File: config.mk
export PLATFORM = sky130hd
export DESIGN_NAME = rom_read_arbiter_flat
export DESIGN_NICKNAME = d
export VERILOG_FILES = /design/src/rtl/rom_pkg.sv /design/src/rtl/rom_read_arbiter_if.sv /design/src/rtl/rom_read_arbiter_rr_arb2.sv /design/src/rtl/rom_read_arbiter.sv /design/src/flat_wrapper.sv
export SDC_FILE = /design/constraint.sdc
export NUM_CORES = 1
export LEC_CHECK = 0
export CAP_MARGIN = 10
export CORE_UTILIZATION = 38
export CTS_BUF_LIST = sky130_fd_sc_hd__clkbuf_8
export DETAILED_ROUTE_END_ITERATION = 12
export GPL_TIMING_DRIVEN = 0
export PLACE_DENSITY_LB_ADDON = 0.25
export SYNTH_ARGS = -nofsm -noshare
export SYNTH_HDL_FRONTEND = slang
export SYNTH_SLANG_ARGS = --single-unit
File: constraint.sdc
create_clock -name clk -period 1.3 [get_ports clk]
set_input_delay 0.13 -clock clk [delete_from_list [all_inputs] [get_ports clk]]
set_output_delay 0.13 -clock clk [all_outputs]
set_load 0.01 [all_outputs]
File: src/rtl/rom_pkg.sv
// Shared definitions for the two-requester ROM read arbiter: geometry,
// requester IDs and the tag that travels alongside each outstanding read.
package rom_pkg;

  localparam int ROM_ADDR_W = 14;
  localparam int ROM_DATA_W = 24;
  localparam int ROM_LAT    = 1;

  localparam logic REQ0 = 1'b0;
  localparam logic REQ1 = 1'b1;

  typedef struct packed {
    logic valid;
    logic id;
  } tag_t;

  // Requester ID owning a one-hot (or zero) grant vector.
  function automatic logic grant_id(input logic [1:0] grant);
    return grant[1] ? REQ1 : REQ0;
  endfunction

endpackage

File: src/rtl/rom_read_arbiter_if.sv
// Bundle of requester handshakes and ROM pins seen by the arbiter.
// The slave modport is the arbiter's view; master is the surrounding fabric.
interface rom_read_arbiter_if
  import rom_pkg::*;
#(
  parameter int ADDR_W = ROM_ADDR_W,
  parameter int DATA_W = ROM_DATA_W
);

  logic              req0;
  logic [ADDR_W-1:0] addr0;
  logic              gnt0;
  logic              rvalid0;
  logic [DATA_W-1:0] rdata0;

  logic              req1;
  logic [ADDR_W-1:0] addr1;
  logic              gnt1;
  logic              rvalid1;
  logic [DATA_W-1:0] rdata1;

  logic [ADDR_W-1:0] rom_address;
  logic              rom_read_enable;
  logic [DATA_W-1:0] rom_data_out;

  logic              idle;

  modport slave (
    input  req0, addr0, req1, addr1, rom_data_out,
    output gnt0, rvalid0, rdata0, gnt1, rvalid1, rdata1,
    output rom_address, rom_read_enable, idle
  );

  modport master (
    output req0, addr0, req1, addr1, rom_data_out,
    input  gnt0, rvalid0, rdata0, gnt1, rvalid1, rdata1,
    input  rom_address, rom_read_enable, idle
  );

endinterface

File: src/rtl/rom_read_arbiter_rr_arb2.sv
// Two-way round-robin picker: combinational grant from the effective
// requests, plus a flop remembering who won the last grant.
module rr_arb2
  import rom_pkg::*;
(
  input  logic       clk,
  input  logic       rst,
  input  logic [1:0] eff_req,
  output logic [1:0] grant
);

  logic last_reg;

  always_comb begin
    grant = 2'b00;
    unique case (eff_req)
      2'b01:   grant = 2'b01;
      2'b10:   grant = 2'b10;
      // On a tie the requester that did not win last time goes first.
      2'b11:   grant = (last_reg == REQ0) ? 2'b10 : 2'b01;
      default: grant = 2'b00;
    endcase
  end

  always_ff @(posedge clk) begin
    if (rst) begin
      last_reg <= REQ1;
    end else if (|grant) begin
      last_reg <= grant_id(grant);
    end
  end

endmodule

File: src/rtl/rom_read_arbiter.sv
// Shares one synchronous ROM between two requesters: registered issue stage,
// a {valid,id} tag pipeline matching the ROM latency, and per-requester returns.
module rom_read_arbiter
  import rom_pkg::tag_t, rom_pkg::grant_id;
#(
  parameter int ADDR_W  = rom_pkg::ROM_ADDR_W,
  parameter int DATA_W  = rom_pkg::ROM_DATA_W,
  parameter int ROM_LAT = rom_pkg::ROM_LAT
)(
  input logic                clk,
  input logic                rst,
  rom_read_arbiter_if.slave  bus
);

  logic [1:0]        req;
  logic [1:0]        eff_req;
  logic [1:0]        grant;
  logic [ADDR_W-1:0] addr [2];

  logic [1:0]        gnt_reg;
  logic              rom_read_enable_reg;
  logic [ADDR_W-1:0] rom_address_reg;

  tag_t              tag_pipe_reg [ROM_LAT+1];
  logic [ROM_LAT:0]  tag_valid;
  tag_t              mature;

  assign req     = {bus.req1, bus.req0};
  assign addr[0] = bus.addr0;
  assign addr[1] = bus.addr1;

  // A requester is masked during its own grant cycle so a held req yields
  // one read every other cycle instead of back-to-back duplicates.
  assign eff_req = req & ~gnt_reg;

  rr_arb2 u_arb (
    .clk     (clk),
    .rst     (rst),
    .eff_req (eff_req),
    .grant   (grant)
  );

  always_ff @(posedge clk) begin
    if (rst) begin
      gnt_reg             <= '0;
      rom_read_enable_reg <= 1'b0;
      rom_address_reg     <= '0;
    end else begin
      gnt_reg             <= grant;
      rom_read_enable_reg <= |grant;
      if (|grant) begin
        rom_address_reg <= grant[1] ? addr[1] : addr[0];
      end
    end
  end

  // Stage 0 is loaded with the issue; stage ROM_LAT lines up with valid ROM data.
  always_ff @(posedge clk) begin
    if (rst) begin
      for (int i = 0; i <= ROM_LAT; i++) begin
        tag_pipe_reg[i] <= '0;
      end
    end else begin
      tag_pipe_reg[0].valid <= |grant;
      tag_pipe_reg[0].id    <= grant_id(grant);
      for (int i = 1; i <= ROM_LAT; i++) begin
        tag_pipe_reg[i] <= tag_pipe_reg[i-1];
      end
    end
  end

  assign mature = tag_pipe_reg[ROM_LAT];

  for (genvar gi = 0; gi <= ROM_LAT; gi++) begin : g_tag_valid
    assign tag_valid[gi] = tag_pipe_reg[gi].valid;
  end

  for (genvar gi = 0; gi < 2; gi++) begin : g_ret
    logic              rvalid_reg;
    logic [DATA_W-1:0] rdata_reg;
    logic              hit;

    assign hit = mature.valid && (mature.id == 1'(gi));

    always_ff @(posedge clk) begin
      if (rst) begin
        rvalid_reg <= 1'b0;
        rdata_reg  <= '0;
      end else begin
        rvalid_reg <= hit;
        if (hit) begin
          rdata_reg <= bus.rom_data_out;
        end
      end
    end
  end

  assign bus.gnt0            = gnt_reg[0];
  assign bus.gnt1            = gnt_reg[1];
  assign bus.rvalid0         = g_ret[0].rvalid_reg;
  assign bus.rvalid1         = g_ret[1].rvalid_reg;
  assign bus.rdata0          = g_ret[0].rdata_reg;
  assign bus.rdata1          = g_ret[1].rdata_reg;
  assign bus.rom_address     = rom_address_reg;
  assign bus.rom_read_enable = rom_read_enable_reg;
  assign bus.idle            = ~|tag_valid & ~rom_read_enable_reg;

endmodule

File: src/flat_wrapper.sv
// flat-port wrapper written by rule: the top's interface ports become plain ports
module rom_read_arbiter_flat import rom_pkg::tag_t, rom_pkg::grant_id;
#(
  parameter int ADDR_W  = rom_pkg::ROM_ADDR_W,
  parameter int DATA_W  = rom_pkg::ROM_DATA_W,
  parameter int ROM_LAT = rom_pkg::ROM_LAT
)
  (clk, rst, bus_req0, bus_addr0, bus_req1, bus_addr1, bus_rom_data_out, bus_gnt0, bus_rvalid0, bus_rdata0, bus_gnt1, bus_rvalid1, bus_rdata1, bus_rom_address, bus_rom_read_enable, bus_idle);
  rom_read_arbiter_if #(.ADDR_W(ADDR_W), .DATA_W(DATA_W)) bus_i ();
  input logic clk;
  input logic rst;
  input wire logic [$bits(bus_i.req0)-1:0] bus_req0;
  input wire logic [$bits(bus_i.addr0)-1:0] bus_addr0;
  input wire logic [$bits(bus_i.req1)-1:0] bus_req1;
  input wire logic [$bits(bus_i.addr1)-1:0] bus_addr1;
  input wire logic [$bits(bus_i.rom_data_out)-1:0] bus_rom_data_out;
  output wire logic [$bits(bus_i.gnt0)-1:0] bus_gnt0;
  output wire logic [$bits(bus_i.rvalid0)-1:0] bus_rvalid0;
  output wire logic [$bits(bus_i.rdata0)-1:0] bus_rdata0;
  output wire logic [$bits(bus_i.gnt1)-1:0] bus_gnt1;
  output wire logic [$bits(bus_i.rvalid1)-1:0] bus_rvalid1;
  output wire logic [$bits(bus_i.rdata1)-1:0] bus_rdata1;
  output wire logic [$bits(bus_i.rom_address)-1:0] bus_rom_address;
  output wire logic [$bits(bus_i.rom_read_enable)-1:0] bus_rom_read_enable;
  output wire logic [$bits(bus_i.idle)-1:0] bus_idle;
  assign bus_i.req0 = bus_req0;
  assign bus_i.addr0 = bus_addr0;
  assign bus_i.req1 = bus_req1;
  assign bus_i.addr1 = bus_addr1;
  assign bus_i.rom_data_out = bus_rom_data_out;
  assign bus_gnt0 = bus_i.gnt0;
  assign bus_rvalid0 = bus_i.rvalid0;
  assign bus_rdata0 = bus_i.rdata0;
  assign bus_gnt1 = bus_i.gnt1;
  assign bus_rvalid1 = bus_i.rvalid1;
  assign bus_rdata1 = bus_i.rdata1;
  assign bus_rom_address = bus_i.rom_address;
  assign bus_rom_read_enable = bus_i.rom_read_enable;
  assign bus_idle = bus_i.idle;
  rom_read_arbiter #(.ADDR_W(ADDR_W), .DATA_W(DATA_W), .ROM_LAT(ROM_LAT)) u_core (.clk(clk), .rst(rst), .bus(bus_i));
endmodule
==> impl_results.md, run 1 <==
- Status: finished, violations left
- Failing checks: setup timing
- Worst Path Buf+Inv: 1
- DRT iter0 DRCs: between 100 and 150
- Via Count: 2708
- Port Buffer Count: 123
- Num rows: 30
- Gpl congestion: about 0.82
- Nets@finish: slightly above 500
- Startpoint types: flop
- DRC viols: 0
- CP required: 1.53 ns
- CP max FO: 10
- # H-tree levels: 3
- Commonest non-fill, non-tap cell in the layout: nand2_1
- WP depth: 4
- Yosys synthesis warning count: 0
- Via density per instance: around 4.8
- Post-synthesis sequential area ratio: 0.518
- WHS Path Cells: 3
- Top FF cell, synth: dfxtp_1
- Post-synthesis cell area: 0.00270 sq mm
- Worst EP arrival: 1.62 ns
- Final setup viols: 14
- Peak per-stage delay on the critical path: 0.33 ns
- Worst path slowest cell: dfxtp_2
- Crit. End Element: flop
- Max Cap Viol: 0
- Setup ws final: -0.0896 ns
- Peak VDD IR: roughly 740 uV
- RSZ-0062 raised after global routing: true
- Share of cells above drive strength 1: 0.118
- Max-slew violations: 0
- Largest net degree at the start of global routing: 12
- Reg-to-reg setup timing slack: -0.09 ns
- Synth Register Bits: 70
- Avg WL per Cell: 13.9 microns
- Worst-path clk slew: roughly 0.07 ns
- Dominant cell type by area after synthesis: dfxtp_1
- FMAX: 720 MHz
- Reg2reg end: u_core.bus.rom_address[7]
- Worst Hold Path EP: u_core.bus.rdata0[16]
- Syn avg cell area: 8.48 sq um
- Total CTS buffers: 9
- CTS root buf: clkbuf_8
- Pwr/cell area: 1070 mW/mm^2
- Die width: approximately 86 microns
- Sink Count: 70
- Initial Util: 0.396
- Post-Layout Inst Area: ~0.0043 sq mm
- Area grow syn2layout: 58.0%
- Lkg Pwr: 1.94 nW
- Fin. Hold Viols: 0
- CTS Hold Bufs: 0
- Cell variety after synth: 19
- CP cell instances: nand3b_1, buf_6, and4b_1, a221o_1
- Longest Clk Path Bufs: 2
- Synth area leaders: dfxtp_1, nand2_1, a21oi_1
- Most frequent cells in the layout: nand2_1, dfxtp_1, dlygate4sd2_1
- Crit path kind: flop to flop
- Gr usage total: 0.216
- Async SR Flop Fraction: 0
- Final core occ: 0.625
- Initial antenna violation count: 0
- Net Count, Synth: 375
- Dpl cell area: 0.00407 sq mm
- Synth top area share: 0.518
- Ant. Diodes: 0
- Total wire length: 7820 microns
- Post-route ant nets: 0
- CTS tree: built
- Die Ht: 86.4 microns
- Kind of cell adding the most delay to the critical path: simple AND/OR/NAND/NOR gates
- Global route overflow: 0
- Die area: 0.00746 sq mm
- Post-DP HPWL: 5470 microns
- Cells on worst reg2reg path: 4
- Worst Hold Class: input pin to flop
- Total iterations of the first detailed-routing run: 4
- Period minus WS final: 1.39 ns
- Worst-margin pin slew: 0.462 ns
- Normalized max-slew margin: 0.692
- IO Pins: 124
- Clock Skew: 0.00537 ns
- HP Start: bus_rom_data_out[16]
- Vias in the first global route: 2676
- EDFF count, synth: 0
- Cells after Synth: 319
- RR Startpoint: u_core.gnt_reg[0]
- Worst skew pair latency: roughly 0.34 ns
- Core area: 0.00683 sq mm
- Crit share post-route: 1.07
- First-pass GRT wire length: 12300 microns
==> power by group <==
part	total (W)	switching, W	leakage [nW]	internal, W
combinational	0.000752	0.000334	1.28	0.000418
clock	0.00151	0.000787	0.0944	0.000720
sequential	0.00230	0.0000526	0.572	0.00224
total	0.00456	0.00117	1.94	0.00338
==> synthesized netlist by cell type (3+ instances only) <==
cell type,number
nor2b_1,3
dfxtp_1,70
buf_2,4
a221o_1,14
nor2_1,5
buf_6,4
and4b_1,14
a21oi_1,63
nand2b_1,16
nand2_1,98
clkbuf_1,20
==> area by class of cell <==
type                       count  area (sq um)
multi-input combinational    220          1170
fill                         662          2560
clock buffer                  10           138
clock inverter                 6          30.0
sequential                    70          1400
buffer                        25           161
timing repair buffer         134          1250
tap                           96           120
==> cells by family after synthesis <==
group / after synthesis / share of synthesized area
compound gates: 78 / 0.172
buf+inv: 29 / 0.0532
flops: 70 / 0.518
simple gates: 142 / 0.257
==> what timing repair did <==
action	CTS	global route
pin swaps	1	3
endpoints found under the setup margin	132	62
setup buffers	4	6
gates resized for setup	88	20
gates cloned	0	1
==> worst register-to-register path, cell delays in order (launching register included) <==
cell	delay, ns
dfxtp_2	0.33
nand3b_1	0.27
buf_6	0.22
and4b_1	0.20
a221o_1	0.26
==> through the flow <==
step                hold slack (ns)  worst slack, ns  instances  TNS (ns)  power, W
floorplan                     0.266          -0.0996        319     -1.02   0.00266
global placement              0.442           -0.590        538    -32.68   0.00309
detailed placement            0.445           -0.659        538    -36.31   0.00311
CTS                           0.345           -0.127        557     -1.27   0.00457
global route                  0.356           -0.128        561     -1.60   0.00476
finish                        0.360          -0.0896        561    -0.804   0.00456
==> how the worst max path moves through the flow <==
stage	from	endpoint	slack (ns)
detailed placement	rst	u_core.bus.rdata1[1]	-0.66
global placement	rst	u_core.bus.rdata0[20]	-0.59
CTS	u_core.gnt_reg[0]	u_core.bus.rom_address[9]	-0.13
floorplan	u_core.gnt_reg[0]	u_core.bus.rom_address[3]	-0.1
global route	u_core.gnt_reg[0]	u_core.bus.rom_address[10]	-0.13
finish	u_core.gnt_reg[0]	u_core.bus.rom_address[7]	-0.09
==> layer usage <==
metal  up-vias  GRT usage  wire (microns)
li1       1359          -               -
met3        18     0.0743             435
met5         -          0               0
met2        84      0.351            3730
met1      1247      0.256            3420
met4         0      0.105             234
Power figures use the tool's default switching activity.
==> inputs of run 2 (changes only) <==
--- a/config.mk
+++ b/config.mk
@@ -11,6 +11,7 @@
 export DETAILED_ROUTE_END_ITERATION = 12
 export GPL_TIMING_DRIVEN = 0
 export PLACE_DENSITY_LB_ADDON = 0.25
+export REMOVE_ABC_BUFFERS = 1
 export SYNTH_ARGS = -nofsm -noshare
 export SYNTH_HDL_FRONTEND = slang
 export SYNTH_SLANG_ARGS = --single-unit
==> impl_results.md, run 2 (synthesized netlist as in run 1, its figures left out) <==
- Status: finished, violations left
- Failing checks: setup timing
- Worst skew pair latency: approximately 0.34 ns
- DRT iter0 DRCs: between 100 and 150
- Commonest non-fill, non-tap cell in the layout: nand2_1
- Reg-to-reg setup timing slack: -0.02 ns
- Most frequent cells in the layout: nand2_1, dlygate4sd2_1, dfxtp_1
- IO Pins: 124
- Core area: roughly 0.0068 sq mm
- FMAX: 759 MHz
- Avg WL per Cell: 13.8 microns
- Worst EP arrival: around 1.5 ns
- Normalized max-slew margin: 0.668
- Period minus WS final: 1.32 ns
- Post-place setup slack: -0.772 ns
- Max-slew violations: 0
- Die area: 0.00746 sq mm
- CTS Hold Bufs: 0
- Lkg Pwr: 1.90 nW
- Routing usage on met1: 0.238
- Post-route ant nets: 0
- Global route overflow: 0
- Post-DP HPWL: about 4700 microns
- Worst Hold Path EP: u_core.tag_pipe_reg[0][0]
- Met2 Usage GRT: 0.351
- Nets@finish: slightly below 500
- Fillers: between 600 and 700
- Gpl congestion: about 0.77
- Crit. End Element: flop
- Setup_tns: -0.0713 ns
- Final core occ: 0.625
- Startpoint types: flop
- Fin. Hold Viols: 0
- Cells on worst reg2reg path: 4
- CTS tree: built
- Crit path kind: flop to flop
- WHS Path Cells: 2
- Pwr Total: about 0.0052 W
- Met3 Resource Use GR: 0.0657
- Via density per instance: approximately 5
- Initial Util: 0.396
- Setup ws final: -0.0170 ns
- Initial antenna violation count: 0
- Worst-margin pin slew: 0.498 ns
- Worst-path clk slew: 0.07 ns
- GRT busiest layer: met2
- Final setup viols: 9
- # H-tree levels: 3
- CTS root buf: clkbuf_8
- Longest Clk Path Bufs: 2
- Reg2reg end: u_core.bus.rom_address[7]
- Vias in the first global route: between 2000 and 2500
- DRC viols: 0
- Peak VDD IR: 541 uV
- Largest net degree at the start of global routing: 54
- CP required: 1.52 ns
- Gr usage total: 0.205
- RSZ-0062 raised after global routing: true
- RR Startpoint: u_core.gnt_reg[0]
- Total wire length: about 7400 microns
- Crit share post-route: 1.01
- Die Ht: between 80 and 90 microns
- Via Count: approximately 2600
- Total CTS buffers: 9
- Max Cap Viol: 0
- CP max FO: 12
- HP Start: rst
- Pwr/cell area: 1220 mW/mm^2
- Clock Skew: 0.00545 ns
- Ant. Diodes: 0
- Port Buffer Count: 123
- Total iterations of the first detailed-routing run: 4
- Num rows: 30
- Die width: around 86 microns
- Area grow syn2layout: 57.8%
- Sink Count: 70
- First-pass GRT wire length: between 10000 and 15000 microns
- Share of cells above drive strength 1: 0.0907
- Worst Hold Class: input pin to flop
run 2: cell types whose count changed in the layout (fill, tap and decap cells not counted), moves of 3 or more:
cell       before  now
clkbuf_1        3    0
buf_2           4    0
buf_4          14    7
clkinv_2        3    0
bufinv_16       0    3
clkbuf_2        9    0
run 2: how the worst max path moves through the flow:
stage | startpoint | end | cells past startpoint
after global routing | u_core.gnt_reg[0] | u_core.bus.rom_address[2] | 4
after detailed placement | bus_req1 | u_core.bus.rom_address[5] | 4
after global placement | rst | u_core.bus.rom_address[12] | 3
after CTS | u_core.tag_pipe_reg[0][3] | u_core.bus.rdata1[16] | 3
final | u_core.gnt_reg[0] | u_core.bus.rom_address[7] | 4
after floorplan | u_core.gnt_reg[0] | u_core.bus.rom_address[0] | 3
run 2: per-stage QoR:
step / instance area, sq um / instances / hold slack, ns
2_1_floorplan: 2560 / 290 / 0.199
3_3_place_gp: 3910 / 509 / 0.441
3_5_place_dp: 3960 / 511 / 0.446
4_1_cts: 4250 / 537 / 0.358
5_1_grt: 4270 / 537 / 0.371
6_report: 4270 / 537 / 0.331
run 2: layer usage:
| layer | wire length, microns | vias up | part of all wire |
|---|---|---|---|
| li1 | - | 1315 | - |
| met1 | 3140 | 1196 | 0.42 |
| met2 | 3570 | 105 | 0.48 |
| met3 | 577 | 10 | 0.078 |
| met4 | 104 | 0 | 0.014 |
| met5 | 0 | - | 0 |
run 2: critical path, stage by stage (launching register included):
cell	delay, ns
dfxtp_2	0.34
nand3b_1	0.24
buf_6	0.19
and4b_1	0.18
a221o_1	0.25
run 2: timing repair:
| item | in CTS | in global routing |
|---|---|---|
| endpoints found under the setup margin | 134 | 63 |
| pin swaps | 1 | 0 |
| resized for setup | 80 | 7 |
| cloned | 1 | 0 |
| buffers inserted | 9 | 0 |
run 2: power breakdown:
| group | internal [W] | total (W) | switching [W] | leakage (nW) |
|---|---|---|---|---|
| Combinational | 0.000398 | 0.000720 | 0.000322 | 1.20 |
| Clock | 0.00138 | 0.00219 | 0.000816 | 0.122 |
| Sequential | 0.00224 | 0.00230 | 0.0000557 | 0.572 |
| Total | 0.00402 | 0.00521 | 0.00119 | 1.90 |
run 2: cell type report:
type                            count  area (sq um)  area share
Clock inverter                      5           105      0.0246
Clock buffer                       11           151      0.0355
Tap cell                           96           120      0.0281
Timing Repair Buffer              134          1270       0.299
Sequential cell                    70          1400       0.329
Multi-Input combinational cell    221          1210       0.284
